$ cat config.mk
export PLATFORM = sky130hd
export DESIGN_NAME = puzzle_move_ctrl
export DESIGN_NICKNAME = d
export VERILOG_FILES = /design/src/rtl/puzzle_move_ctrl.sv
export SDC_FILE = /design/constraint.sdc
export NUM_CORES = 1
export LEC_CHECK = 0
export CORE_ASPECT_RATIO = 1.2
export CORE_MARGIN = 2
export CORE_UTILIZATION = 45
export DETAILED_ROUTE_END_ITERATION = 6
export PLACE_DENSITY = 0.72
export SYNTH_ARGS = -nofsm -noshare
export SYNTH_HDL_FRONTEND = slang
export SYNTH_SLANG_ARGS = --single-unit
$ cat constraint.sdc
create_clock -name clk -period 5 [get_ports clk]
set_input_delay 1 -clock clk [delete_from_list [all_inputs] [get_ports clk]]
set_output_delay 1 -clock clk [all_outputs]
set_load 0.05 [all_outputs]
$ cat src/rtl/puzzle_move_ctrl.sv
`default_nettype none
// ============================================================================
// Module      : puzzle_move_ctrl
// Description : LOAD/MOVE/COMMIT sequencer for the 8-puzzle register file.
//               Optional macro NO_BACKTRACK_EN rejects moves that undo the last.
// Revision    : 1.0 - initial release
// ============================================================================
module puzzle_move_ctrl #(
    parameter logic [3:0] INIT_ADDR      = 4'd0,
    parameter logic [3:0] TEMP_ADDR      = 4'd2,
    parameter logic [3:0] DIRECTION_ADDR = 4'd3,
    parameter logic [3:0] TEMP_DIR_ADDR  = 4'd4,
    parameter int         MAX_DEPTH      = 15
) (
    input  logic        clk,
    input  logic        rst_n,
    input  logic        cmd_valid,
    output logic        cmd_ready,
    input  logic [1:0]  cmd_op,
    input  logic [1:0]  cmd_dir,
    output logic        rsp_valid,
    input  logic        rsp_ready,
    output logic [1:0]  rsp_err,
    output logic [3:0]  rsp_depth,
    output logic        rsp_solved,
    output logic [3:0]  src0,
    output logic [3:0]  src1,
    output logic [3:0]  dst,
    output logic        we,
    output logic [39:0] data,
    input  logic [39:0] data0,
    input  logic [39:0] data1,
    input  logic        comp
);

    typedef enum logic [2:0] {
        S_IDLE = 3'd0,
        S_READ = 3'd1,
        S_WB   = 3'd2,
        S_WD   = 3'd3,
        S_RESP = 3'd4
    } state_t;

    localparam logic [1:0] c_OP_LOAD   = 2'b00;
    localparam logic [1:0] c_OP_MOVE   = 2'b01;
    localparam logic [1:0] c_OP_COMMIT = 2'b10;
    localparam logic [4:0] c_MAX_DEPTH = 5'(MAX_DEPTH);

    state_t      r_state;
    state_t      w_next;
    logic [1:0]  r_op;
    logic [1:0]  r_dir;
    logic [39:0] r_board;
    logic [33:0] r_hist;
    logic [1:0]  r_err;
    logic [3:0]  r_depth;

    logic [3:0]  w_p;
    logic [3:0]  w_d;
    logic [1:0]  w_err;
    logic [3:0]  w_depth;
    logic [3:0]  w_rp;
    logic [3:0]  w_t;
    logic [3:0]  w_tcell;
    logic [39:0] w_new_board;
    logic [39:0] w_new_hist;
    logic        w_unused;

    function automatic logic [3:0] f_target(input logic [3:0] p, input logic [1:0] dir);
        case (dir)
            2'b00:   f_target = p - 4'd3;
            2'b01:   f_target = p + 4'd3;
            2'b10:   f_target = p - 4'd1;
            default: f_target = p + 4'd1;
        endcase
    endfunction

    function automatic logic f_legal(input logic [3:0] p, input logic [1:0] dir);
        case (dir)
            2'b00:   f_legal = (p >= 4'd3);
            2'b01:   f_legal = (p <= 4'd5);
            2'b10:   f_legal = !((p == 4'd0) || (p == 4'd3) || (p == 4'd6));
            default: f_legal = !((p == 4'd2) || (p == 4'd5) || (p == 4'd8));
        endcase
    endfunction

    assign w_p      = data0[39:36];
    assign w_d      = data1[33:30];
    assign w_unused = &{1'b0, data1[39:34]};

    // Legality is judged on the live read data while in READ, then registered.
    always_comb begin
`ifdef NO_BACKTRACK_EN
        logic [1:0] v_prev;
        v_prev = 2'b00;
        for (int i = 1; i < 16; i++) begin
            if (w_d == 4'(i)) v_prev = data1[2*i-1 -: 2];
        end
`endif
        w_err   = 2'b00;
        w_depth = w_d;
        case (r_op)
            c_OP_LOAD: begin
                if (w_p > 4'd8) w_err = 2'b11;
                else            w_depth = 4'd0;
            end
            c_OP_MOVE: begin
                if (w_p > 4'd8)                         w_err = 2'b11;
                else if ({1'b0, w_d} >= c_MAX_DEPTH)    w_err = 2'b10;
`ifdef NO_BACKTRACK_EN
                else if ((w_d != 4'd0) && (r_dir == (v_prev ^ 2'b01))) w_err = 2'b11;
`endif
                else if (!f_legal(w_p, r_dir))          w_err = 2'b01;
                else                                    w_depth = w_d + 4'd1;
            end
            c_OP_COMMIT: w_err = 2'b00;
            default:     w_err = 2'b11;
        endcase
    end

    // Slide: blank cell takes the target tile, target cell becomes blank.
    always_comb begin
        w_rp    = r_board[39:36];
        w_t     = f_target(w_rp, r_dir);
        w_tcell = 4'd0;
        for (int k = 0; k < 9; k++) begin
            if (w_t == 4'(k)) w_tcell = r_board[35-4*k -: 4];
        end
        w_new_board        = r_board;
        w_new_board[39:36] = w_t;
        for (int k = 0; k < 9; k++) begin
            if (w_rp == 4'(k)) w_new_board[35-4*k -: 4] = w_tcell;
            if (w_t  == 4'(k)) w_new_board[35-4*k -: 4] = 4'd0;
        end
    end

    always_comb begin
        w_new_hist        = {6'b0, r_hist};
        w_new_hist[33:30] = r_hist[33:30] + 4'd1;
        for (int i = 0; i < 15; i++) begin
            if (r_hist[33:30] == 4'(i)) w_new_hist[2*i+1 -: 2] = r_dir;
        end
    end

    always_ff @(posedge clk or negedge rst_n) begin
        if (!rst_n) begin
            r_state <= S_IDLE;
            r_op    <= 2'b00;
            r_dir   <= 2'b00;
            r_board <= 40'd0;
            r_hist  <= 34'd0;
            r_err   <= 2'b00;
            r_depth <= 4'd0;
        end else begin
            r_state <= w_next;
            if (r_state == S_IDLE && cmd_valid) begin
                r_op  <= cmd_op;
                r_dir <= cmd_dir;
            end
            if (r_state == S_READ) begin
                r_board <= data0;
                r_hist  <= data1[33:0];
                r_err   <= w_err;
                r_depth <= w_depth;
            end
        end
    end

    always_comb begin
        w_next    = r_state;
        cmd_ready = 1'b0;
        rsp_valid = 1'b0;
        src0      = TEMP_ADDR;
        src1      = TEMP_DIR_ADDR;
        dst       = TEMP_ADDR;
        we        = 1'b0;
        data      = 40'd0;
        case (r_state)
            S_IDLE: begin
                cmd_ready = 1'b1;
                if (cmd_valid) w_next = S_READ;
            end
            S_READ: begin
                if (r_op == c_OP_LOAD) src0 = INIT_ADDR;
                w_next = S_WB;
            end
            S_WB: begin
                if (r_err != 2'b00) begin
                    w_next = S_RESP;
                end else begin
                    we = 1'b1;
                    case (r_op)
                        c_OP_LOAD: begin
                            data   = r_board;
                            w_next = S_WD;
                        end
                        c_OP_MOVE: begin
                            data   = w_new_board;
                            w_next = S_WD;
                        end
                        c_OP_COMMIT: begin
                            dst    = DIRECTION_ADDR;
                            data   = {6'b0, r_hist};
                            w_next = S_RESP;
                        end
                        default: begin
                            we     = 1'b0;
                            w_next = S_RESP;
                        end
                    endcase
                end
            end
            S_WD: begin
                we     = 1'b1;
                dst    = TEMP_DIR_ADDR;
                data   = (r_op == c_OP_MOVE) ? w_new_hist : 40'd0;
                w_next = S_RESP;
            end
            S_RESP: begin
                rsp_valid = 1'b1;
                if (rsp_ready) w_next = S_IDLE;
            end
            default: w_next = S_IDLE;
        endcase
    end

    assign rsp_err    = r_err;
    assign rsp_depth  = r_depth;
    assign rsp_solved = (r_state == S_RESP) && comp;

endmodule
`default_nettype wire

== Word-level counts from Yosys, hierarchy flattened ==
Cells that the tools add are included.

* Add/sub/neg operators: 6
* $lt $le $gt $ge: 4
* Eq/ne operators: 45
* Muxes and demuxes: 76
* Reduce and logical (&&, ||, !) cells: 19

{| class="wikitable"
|+ Operators with widths
! operator !! count
|-
| $mux 4 || 31
|-
| $pmux 40 s3 || 1
|-
| $pmux 40 s2 || 1
|-
| $eq 4x3->1 const B || 14
|-
| $eq 4x4->1 const B || 10
|-
| $mux 2 || 20
|-
| $mux 40 || 1
|-
| $mux 34 || 1
|-
| $eq 4x2->1 const B || 8
|-
| $logic_not 4->1 || 4
|-
| $pmux 3 s5 || 1
|-
| $add 4x1->4 const B || 3
|-
| $eq 4x1->1 const B || 3
|-
| $mux 3 || 4
|-
| $pmux 4 s3 || 1
|-
| $mux 1 || 10
|-
| $pmux 4 s2 || 1
|-
| $eq 3x2->1 const B || 2
|-
| $pmux 2 s3 || 1
|-
| $pmux 3 s2 || 1
|-
| $add 4x2->4 const B || 1
|-
| $eq 2x1->1 const B || 2
|-
| $eq 2x2->1 const B || 2
|-
| $ge 4x2->1 const B || 1
|-
| other kinds (19) || 26
|}

* Register bits after elaboration: 87
* Output and inout bits: 62

== Depth between registers and ports, before layout ==
Gate-level depths: netlist of the first run.

* Word-level depth: 17
* Gate-level depth with buffers: 14

== Least setup slack after synthesis of the first run ==
Ideal clock, no wire load.

* Path kind: reg2out
* Start: register r_dir[1]
* End: output data[13]
* Arrival time: 4,533 ps
* Data required time: 4,000 ps
* Path slack: -533 ps
* Stages on the path, launching flop included: 13
* Cell sequence: dfrtp_1 buf_6 clkbuf_1 clkbuf_1 nor2_1 fa_1 nand2b_1 o21ai_1 clkbuf_1 a31oi_1 a221oi_2 a311oi_4 o41ai_1

* Cells in the longest elaborated chain, start to end: 17
* Elaborated cells on any way between the ends: 29

{| class="wikitable"
|+ RTL lines
! what !! line !! text
|-
| start, declared || 52 || <nowiki>logic [1:0] r_dir;</nowiki>
|-
| start signal, assigned || 158 || <nowiki>r_dir <= cmd_dir;</nowiki>
|-
| $eq 2x2->1, or another cell as far along || 70 || <nowiki>case (dir)</nowiki>
|-
| $pmux 4 s3 || 70 ||
|-
| $logic_not 4->1 || 127 || <nowiki>if (w_t == 4'(k)) w_tcell = r_board[35-4*k -: 4];</nowiki>
|-
| $mux 4 (9 in a row) || 127 ||
|-
| $mux 4 || 132 || <nowiki>if (w_rp == 4'(k)) w_new_board[35-4*k -: 4] = w_tcell;</nowiki>
|-
| $mux 4 || 133 || <nowiki>if (w_t == 4'(k)) w_new_board[35-4*k -: 4] = 4'd0;</nowiki>
|-
| $pmux 40 s3 || 192 || <nowiki>case (r_op)</nowiki>
|-
| $mux 40 || 188 || <nowiki>if (r_err != 2'b00) begin</nowiki>
|-
| $pmux 40 s2 * || 178 || <nowiki>case (r_state)</nowiki>
|-
| end, declared || 30 || <nowiki>output logic [39:0] data,</nowiki>
|}

Every way passes the cells marked *; elsewhere a longest branch is shown, timed or not.

== Final worst setup path of the first run ==
* Start: register r_dir[0]
* End: output data[26]

The elaborated chain is that of the path after synthesis.

==> run summary, run 1 <==
Critical Path AT: 3820 ps
fmax: 207 MHz
Vias: 6915
CP startpoint kind: register
Worst Path Max Fanout: 10
synth unique cells: 80
htree depth: 3
synthesized-area fraction occupied by adder cells: 2.63%
hold_ws: 483 ps
Layout area overhead: 31.0%
Hold-fix buffers, CTS: 0
status: complete, no violations
reg-to-reg endpoint: rsp_depth[1]
routed len/inst: 20.3 um
worst clock skew: 9.54 ps
remaining global-route overflow: 0
CTS tree: built
Pint: 3030 uW
commonest cells after routing, fill and taps aside: nand2_1, clkdlybuf4s50_1, dfrtp_1, mux2i_1, o21ai_0
ys async rst share: 100%
1st-iter DRT viols: 528
Critical Path Sink: data[26]
row count: 49
first-pass GRT wire length: 37.0 mm
final design area excluding fillers: 0.00891 mm^2
DRT Pass-1 Iters: 5
initial antenna violation count: 0
ranking of synthesized cells by area: dfrtp_1, nand2_1, mux2i_1
Synth top area share: 32.0%
DRC Markers: 0
routability cong.: 0.967
largest net degree at the start of global routing: 91
Core Region: 0.0149 mm^2
Post-Place Cell Area: 0.00853 mm^2
Post-Synth Simple-Gate Area: 25.1%
gate count after technology mapping: 857
synth warn: 0
Top-Level Pins: 151
P_sw: 3460 uW
crit share post-route: 96.5%
Inserted Diodes: 0
Fillers: 1355
CTS buffer count: 9
Synth Area in Compound Gates: 22.0%
Comb pwr share: 65.1%
Slew @ Worst Pin: 850 ps
Max-slew headroom: 43.3%
critical path capture point type: output pin
post-layout minimum cycle time: 4820 ps
Leak: 0.00401 uW
Worst Reg-to-Reg Cells: 7
Seq/Total Area, Yosys: 32.0%
Max rail drop VDD: 0.000359 V
maxcap violations: 0
Initial Utilization: 45.7%
Skew-Pair Late Insertion Delay: 360 ps
Chip Width: 116 um
Hold Crit Start: rsp_depth[0]
Die H: 139 um
post-synthesis mux area share: 11.2%
Port Buf Inserts: 136
Synth Cell Area: 0.00680 mm^2
EDFF count, synth: 0
unrepaired setup endpoints after global routing: false
hpwl dp: 17.4 mm
layout cells sized above 1: 11.5%
worst reg2reg startpoint: r_dir[1]
die area: 0.0161 mm^2
vias per inst: 5.89
post-synthesis xor/xnor area fraction: 1.27%
sequential power share: 24.4%
Mean Syn Cell Area: 7.94 um^2
switching share of power: 53.3%
gr usage total: 29.9%
Hold Crit Class: reg -> reg
Final Hold Violating Endpoints: 0
Clk pwr share: 10.5%
Post-DRT Antenna Nets: 0
Setup Crit Path Kind: reg -> out
most common cell after layout, fill and taps aside: nand2_1
Pwr Density: 729 mW/mm^2
Worst Path Required: 4000 ps
max-slew violations: 0
Clock Path Buffers: 2
Clock Tree Root: clkbuf_16
FF-to-FF setup slack: 2710 ps
largest family of logic cells by synthesized area: simple AND/OR/NAND/NOR gates
vias in the first global route: 6644
flop and latch count out of synthesis: 87
cell taking the most area after synthesis: dfrtp_1
final setup vio count: 0
Clock transition at path regs: 60 ps
Routed WL: 23.9 mm
most common flop cell mapped by yosys: dfrtp_1
crit path launch: r_dir[0]
clock sinks: 87
Final #Nets: 1067
==> worst min path at each step <==
stage | endpoint | cells after the start
6_report | rsp_depth[0] | 2
5_1_grt | rsp_depth[0] | 2
4_1_cts | rsp_depth[0] | 2
3_5_place_dp | rsp_depth[0] | 2
3_3_place_gp | rsp_depth[0] | 2
2_1_floorplan | r_hist[0] | 2
==> layer usage <==
metal / global-route usage [%] / share of wire (%) / up-vias
met5: 0 / 0 / -
met4: 14.0 / 4.6 / 0
met3: 4.41 / 5.8 / 68
met2: 49.1 / 49 / 292
met1: 38.5 / 41 / 3317
li1: - / - / 3238
==> worst max-delay path, stage by stage, from the launching register on <==
cell and delay (ps):
dfrtp_1 370, inv_1 110, nor2_1 90, fa_1 530, nand2b_1 280, o21a_1 410
a21oi_1 60, mux2_2 300, o32ai_4 500, a211oi_1 150, o21ai_0 460, buf_12 210
==> cell usage after synthesis (4+ instances only) <==
master,count
or3_1,4
dfrtp_1,87
o22a_1,14
o21ai_1,13
o211ai_1,4
nor3b_1,4
xnor2_1,8
o41ai_1,5
o22ai_1,23
and2_1,5
inv_1,18
mux2i_1,68
buf_1,5
nand4_1,5
o21ai_0,48
nand3b_1,5
nor3_1,10
o31ai_1,5
mux2_2,7
ha_1,11
clkbuf_1,43
a31oi_1,19
o21a_1,4
nand2_1,250
a21oi_1,28
nor2b_1,6
a211oi_1,9
and3_1,12
buf_6,5
nand2b_1,6
buf_4,9
nor2_1,35
nand3_1,16
==> layout make-up <==
class / count / area (um^2) / area share, %
multi-input cells: 692 / 4290 / 48.2
flip-flops and latches: 87 / 2180 / 24.4
repair buffers: 156 / 1820 / 20.4
well taps: 204 / 255 / 2.86
clock buffers: 10 / 229 / 2.57
inverters: 20 / 75.1 / 0.843
clock inverters: 5 / 60.1 / 0.674
==> flip-flops by register name, summed over array words and instances (netlist names) <==
signal	cells
r_board	40
r_dir	2
r_hist	34
r_op	2
r_state	3
rsp_depth	4
rsp_err	2
==> per-stage QoR <==
stage / setup slack [ps] / power (uW) / instances / TNS [ps] / util [%]
final: 175 / 6500 / 1174 / 0 / 59.8
after global placement: 383 / 5490 / 1152 / 0 / 57.2
after detailed placement: 429 / 5550 / 1152 / 0 / 57.2
after floorplan: -533 / 4310 / 863 / -1600 / -
after global routing: 30.8 / 6880 / 1174 / 0 / 59.8
after CTS: 5.70 / 6260 / 1167 / 0 / 59.2
==> cell families after synthesis <==
kind of cell | count (synthesis)
mux | 75
buf+inv | 84
simple gates | 378
xor+xnor | 9
flops | 87
compound gates | 208
other cells | 2
fa+ha+maj | 14
==> what timing repair did <==
item / 4_1_cts / 5_1_grt
setup buffers: 0 / 7
gates resized for setup: 0 / 4
setup endpoints to repair: 0 / 29
==> power by group through the flow <==
stage	sequential, uW	combinational (uW)	clock (uW)
after global routing	1620	4550	720
after floorplan	1370	2940	0
final	1580	4230	683
after CTS	1560	4000	693
after detailed placement	1580	3970	0
after global placement	1570	3920	0
(Power assumes the default switching activity.)
==> run 2, diff against run 1 <==
--- a/config.mk
+++ b/config.mk
@@ -9,7 +9,7 @@
 export CORE_MARGIN = 2
 export CORE_UTILIZATION = 45
 export DETAILED_ROUTE_END_ITERATION = 6
-export PLACE_DENSITY = 0.72
+export PLACE_DENSITY = 0.69
 export SYNTH_ARGS = -nofsm -noshare
 export SYNTH_HDL_FRONTEND = slang
 export SYNTH_SLANG_ARGS = --single-unit
==> run 2 against run 1 <==
Against the previous run:
- clock skew fell by 2.5 ps
- worst hold slack improved by 5.6 ps
- fmax rose by 0.66%
- critical path depth rose by 2
- global-route usage fell by 0.79 points
- die area did not move
- final cell count rose by 0.51%
- non-clock buffer count rose by 5
- critical path type unchanged
==> run summary, run 2 (synthesis gave the netlist of run 1 again) <==
Worst Path Required: 4000 ps (about the same)
pre-CTS setup slack: 404 ps (-24.5 ps)
Routed WL: 23.0 mm (-3.7%)
Skew-Pair Late Insertion Delay: 350 ps (about the same)
Final Util: 60.0% (+0.17 points)
max reg flops: 40 (unchanged)
hold_ws: 488 ps (+5.62 ps)
Worst Path Max Fanout: 10 (unchanged)
Comb pwr share: 64.6% (-0.5 points)
final worst setup slack: 207 ps (+31.7 ps)
Clock Path Buffers: 2 (unchanged)
Initial Utilization: 45.7% (unchanged)
commonest cells after routing, fill and taps aside: nand2_1, clkdlybuf4s50_1, dfrtp_1, mux2i_1, o21ai_0
Final #Nets: 1072 (+0.47%)
Multi-input gate area: 0.00428 mm^2 (-0.29%)
Final Hold Violating Endpoints: 0 (unchanged)
Fillers: 1405 (+3.7%)
routed len/inst: 19.5 um (-4.2%)
post-layout minimum cycle time: 4790 ps (-31.7 ps)
Top-Level Pins: 151 (unchanged)
gr usage total: 29.2% (-0.79 points)
Clock transition at path regs: 70 ps (about the same)
P_sw: 3410 uW (-1.6%)
most common cell after layout, fill and taps aside: nand2_1
FF-to-FF setup slack: 2780 ps (+70 ps)
Pint: 3010 uW (-0.92%)
vias in the first global route: 6729 (+1.3%)
Chip Width: 116 um (unchanged)
max-slew violations: 0 (unchanged)
CTS buffer count: 9 (unchanged)
CTS tree: built
1st-iter DRT viols: 448 (-15%)
Setup Crit Path Kind: reg -> out
Clock Tree Root: clkbuf_16
largest register by flop count: r_board
Critical Path AT: 3790 ps (-30 ps)
critical path capture point type: output pin
Core Region: 0.0149 mm^2 (unchanged)
row count: 49 (unchanged)
largest net degree at the start of global routing: 91 (unchanged)
Max rail drop VDD: 0.000312 V (-13%)
clock sinks: 87 (unchanged)
crit share post-route: 95.9% (-0.63 points)
die area: 0.0161 mm^2 (unchanged)
Layout area overhead: 31.4%
Final Power: 6410 uW (-1.3%)
sequential power share: 24.7% (+0.3 points)
switching share of power: 53.1% (-0.18 points)
Leak: 0.00403 uW (+0.49%)
layout cells sized above 1: 12.1% (+0.54 points)
Slew @ Worst Pin: 853 ps (+3.32 ps)
TNS Setup: 0 ps (unchanged)
Clk pwr share: 10.7% (+0.2 points)
htree depth: 3 (unchanged)
Port Buf Inserts: 136 (unchanged)
Sequential cell area: 0.00218 mm^2 (about the same)
fmax: 209 MHz (+0.66%)
worst clock skew: 7.00 ps (-2.53 ps)
routability cong.: 0.992 (+2.6%)
final setup vio count: 0 (unchanged)
Pwr Density: 718 mW/mm^2 (-1.6%)
status: complete, no violations
CP startpoint kind: register
remaining global-route overflow: 0 (unchanged)
DRC Markers: 0 (unchanged)
Inserted Diodes: 0 (unchanged)
Die H: 139 um (unchanged)
DRT Pass-1 Iters: 5 (unchanged)
Post-DRT Antenna Nets: 0 (unchanged)
Worst Reg-to-Reg Cells: 7 (unchanged)
first-pass GRT wire length: 36.5 mm (-1.5%)
Hold Path Depth: 2 (unchanged)
vias per inst: 5.80 (-1.5%)
hpwl dp: 17.1 mm (-1.7%)
maxcap violations: 0 (unchanged)
initial antenna violation count: 0 (unchanged)
Hold Crit Class: reg -> reg
Vias: 6848 (-0.97%)
Max-slew headroom: 43.0% (-0.36 points)
==> run 2: final timing paths <==
check,from,to
worst min-delay path,rsp_depth[0],rsp_depth[0]
worst min register to register,rsp_depth[0],rsp_depth[0]
max in group asynchronous,rst_n,r_hist[33]
worst max register to register,r_dir[1],rsp_depth[1]
worst max-delay path,r_dir[0],data[22]
min in group asynchronous,rst_n,r_board[6]
==> run 2: repair_timing <==
item / CTS / global route
gates resized for setup: 0 / 6
setup buffers: 0 / 2
hold buffers: 0 / 0
setup endpoints to repair: 0 / 26
==> run 2: through the flow <==
| stage | area (um^2) | std cells |
|---|---|---|
| after floorplan | 6820 | 863 |
| after CTS | 8900 | 1178 |
| final | 8930 | 1180 |
| after global routing | 8930 | 1180 |
| after global placement | 8600 | 1162 |
| after detailed placement | 8600 | 1162 |
==> run 2: layout make-up <==
cell class | count | share of cell area [%]
inverter | 20 | 0.840
tap | 204 | 2.86
timing repair buffer | 161 | 20.6
multi-input combinational | 692 | 47.9
clock buffer | 11 | 2.72
sequential | 87 | 24.4
clock inverter | 5 | 0.644
==> run 2: worst max-delay path, cell delays in order, from the launching register on <==
cell and delay (ps):
dfrtp_1 370, inv_1 130, nor2_1 90, fa_1 530
nand2b_1 280, o21a_1 410, a21oi_1 70, mux2_2 300
o32ai_4 350, buf_4 220, a211oi_1 80, o21ai_0 280
buf_4 180, buf_12 130
==> run 2: power groups by stage <==
stage	sequential, uW	clock [uW]	combinational [uW]
6_report	1580	689	4140
5_1_grt	1610	730	4500
4_1_cts	1560	701	4040
3_5_place_dp	1570	0	4020
3_3_place_gp	1560	0	3980
2_1_floorplan	1370	0	2940
==> run 2: metal layers <==
metal	GRT usage [%]	vias to the layer above	routed length, um
li1	-	3243	-
met1	37.5	3237	9210
met2	46.8	287	11200
met3	4.46	81	1340
met4	15.4	0	1280
met5	0	-	0
==> run 3, diff against run 2 <==
--- a/config.mk
+++ b/config.mk
@@ -6,10 +6,9 @@
 export NUM_CORES = 1
 export LEC_CHECK = 0
 export CORE_ASPECT_RATIO = 1.2
-export CORE_MARGIN = 2
 export CORE_UTILIZATION = 45
 export DETAILED_ROUTE_END_ITERATION = 6
-export PLACE_DENSITY = 0.69
+export PLACE_DENSITY = 0.83
 export SYNTH_ARGS = -nofsm -noshare
 export SYNTH_HDL_FRONTEND = slang
 export SYNTH_SLANG_ARGS = --single-unit
==> run 3 against run 2 <==
Against the previous run:
- critical path depth is 2 lower
- clock power hardly changed
- core utilization is 1.4 points higher
- fmax is 0.47% lower
==> run summary, run 3 (synthesis gave the netlist of run 1 again) <==
FF-to-FF setup slack: 2760 ps (-20 ps)
Clock transition at path regs: 60 ps (about the same)
Inserted Diodes: 0 (unchanged)
Clock Tree Root: clkbuf_16
DRC Markers: 0 (unchanged)
vias in the first global route: 6752 (+0.34%)
vias per inst: 6.01 (+3.5%)
Worst Reg-to-Reg Cells: 7 (unchanged)
crit share post-route: 96.3% (+0.46 points)
worst reg2reg startpoint: r_dir[1]
maxcap violations: 0 (unchanged)
Pwr Density: 724 mW/mm^2 (+0.96%)
Max rail drop VDD: 0.000419 V (+34%)
Slew @ Worst Pin: 848 ps (-5.59 ps)
Clock Path Buffers: 2 (unchanged)
hpwl dp: 17.4 mm (+1.7%)
Hold Crit Class: reg -> reg
Initial Utilization: 46.6% (+0.95 points)
Top-Level Pins: 151 (unchanged)
initial antenna violation count: 0 (unchanged)
Final Hold Violating Endpoints: 0 (unchanged)
Routed WL: 23.3 mm (+1.4%)
die area: 0.0156 mm^2 (-3.1%)
largest register by flop count: r_board
unrepaired setup endpoints after global routing: false
Leak: 0.00405 uW (+0.33%)
routability cong.: 1.07 (+7.7%)
Worst Path Required: 4000 ps (about the same)
hold path endpoint: rsp_depth[0]
Critical Path AT: 3820 ps (+30 ps)
Max-slew headroom: 43.5% (+0.51 points)
CTS tree: built
1st-iter DRT viols: 790 (+76%)
Final Power: 6490 uW (+1.3%)
largest net degree at the start of global routing: 91 (unchanged)
DP Cell Count: 1157 (-0.43%)
htree depth: 3 (unchanged)
Post-DRT Antenna Nets: 0 (unchanged)
Worst Path Max Fanout: 12 (+2)
pre-CTS setup slack: 268 ps (-137 ps)
Fillers: 1257 (-11%)
Vias: 7081 (+3.4%)
Hold Crit Start: rsp_depth[0]
Port Buf Inserts: 136 (unchanged)
routed len/inst: 19.8 um (+1.5%)
Die H: 137 um (-1.4%)
Post-Place Cell Area: 0.00860 mm^2 (unchanged)
most common cell after layout, fill and taps aside: nand2_1
fmax: 208 MHz (-0.47%)
Cell Count, Final, Fillers Out: 1179 (-0.085%)
Skew-Pair Late Insertion Delay: 350 ps (about the same)
commonest cells after routing, fill and taps aside: nand2_1, clkdlybuf4s50_1, dfrtp_1, mux2i_1, o21ai_0
Final #Nets: 1075 (+0.28%)
Layout area overhead: 31.8%
remaining global-route overflow: 0 (unchanged)
Chip Width: 114 um (-1.7%)
critical path capture point type: output pin
final setup vio count: 0 (unchanged)
status: complete, no violations
CTS buffer count: 9 (unchanged)
clock sinks: 87 (unchanged)
final design area excluding fillers: 0.00896 mm^2 (+0.32%)
DRT Pass-1 Iters: 6 (+1)
post-layout minimum cycle time: 4820 ps (+22.9 ps)
worst clock skew: 7.14 ps (+0.139 ps)
max reg flops: 40 (unchanged)
Setup Crit Path Kind: reg -> out
max-slew violations: 0 (unchanged)
Core Region: 0.0146 mm^2 (-2.0%)
gr usage total: 30.5% (+1.3 points)
Hold Path Depth: 2 (unchanged)
first-pass GRT wire length: 36.2 mm (-0.76%)
reg-to-reg endpoint: rsp_depth[1]
CP startpoint kind: register
TNS Setup: 0 ps (unchanged)
row count: 48 (-2.0%)
layout cells sized above 1: 12.6% (+0.47 points)
final worst setup slack: 184 ps (-22.9 ps)
==> run 3: cell types whose count changed in the layout (fill, tap and decap cells not counted), sizes merged <==
cell      change
buf           +3
clkinv        -1
clkinvlp      +1
==> run 3: report_power, final <==
group | leakage, uW | total, uW | switching (uW) | internal [uW]
clock network | 0.000138 | 687 | 286 | 400
logic | 0.00284 | 4200 | 2600 | 1600
registers | 0.00107 | 1610 | 552 | 1050
==> run 3: worst max path at each step <==
stage                      from       end  slack (ps)  depth (start not counted)
CTS                    r_dir[0]   data[6]          70                         12
global placement    r_board[36]  data[22]         300                         11
global route        r_board[36]   data[9]           3                         12
finish              r_board[36]   data[9]         180                         11
detailed placement  r_board[36]  data[22]         270                         11
floorplan              r_dir[1]  data[13]        -530                         12
==> run 3: cell type report <==
type                       instances  area (um^2)  area share [%]
tap                              200          250            2.79
timing repair buffer             164         1880            21.0
multi-input combinational        692         4280            47.7
clock inverter                     5         57.6           0.642
sequential                        87         2180            24.3
clock buffer                      11          243            2.71
inverter                          20         78.8           0.879
==> run 3: timing repair <==
| action | 4_1_cts | 5_1_grt |
|---|---|---|
| pin swaps | 1 | 1 |
| setup buffers | 4 | 2 |
| hold buffers | 0 | 0 |
| resized for setup | 1 | 5 |
| endpoints found under the setup margin | 11 | 24 |
==> run 3: through the flow <==
step | utilization, % | hold WS, ps
after detailed placement | 58.9 | 483
after CTS | 61.2 | 497
final | 61.4 | 487
after floorplan | - | 467
after global placement | 58.9 | 474
after global routing | 61.4 | 513
==> run 3: critical path: stages (launching register included) <==
cell	delay, ps
dfrtp_2	540
clkinvlp_4	250
ha_1	370
xor2_2	360
o21ai_2	180
buf_4	210
nor2_1	410
a311oi_4	220
buf_4	220
o41ai_1	380
buf_4	190
buf_12	130
==> run 3: per-layer routing <==
layer,global-route usage [%],vias to the layer above,routed length [um]
met3,5.05,100,1800
met4,18.4,0,1320
met1,37.6,3336,9090
met2,50.1,407,11100
met5,0,-,0
li1,-,3238,-
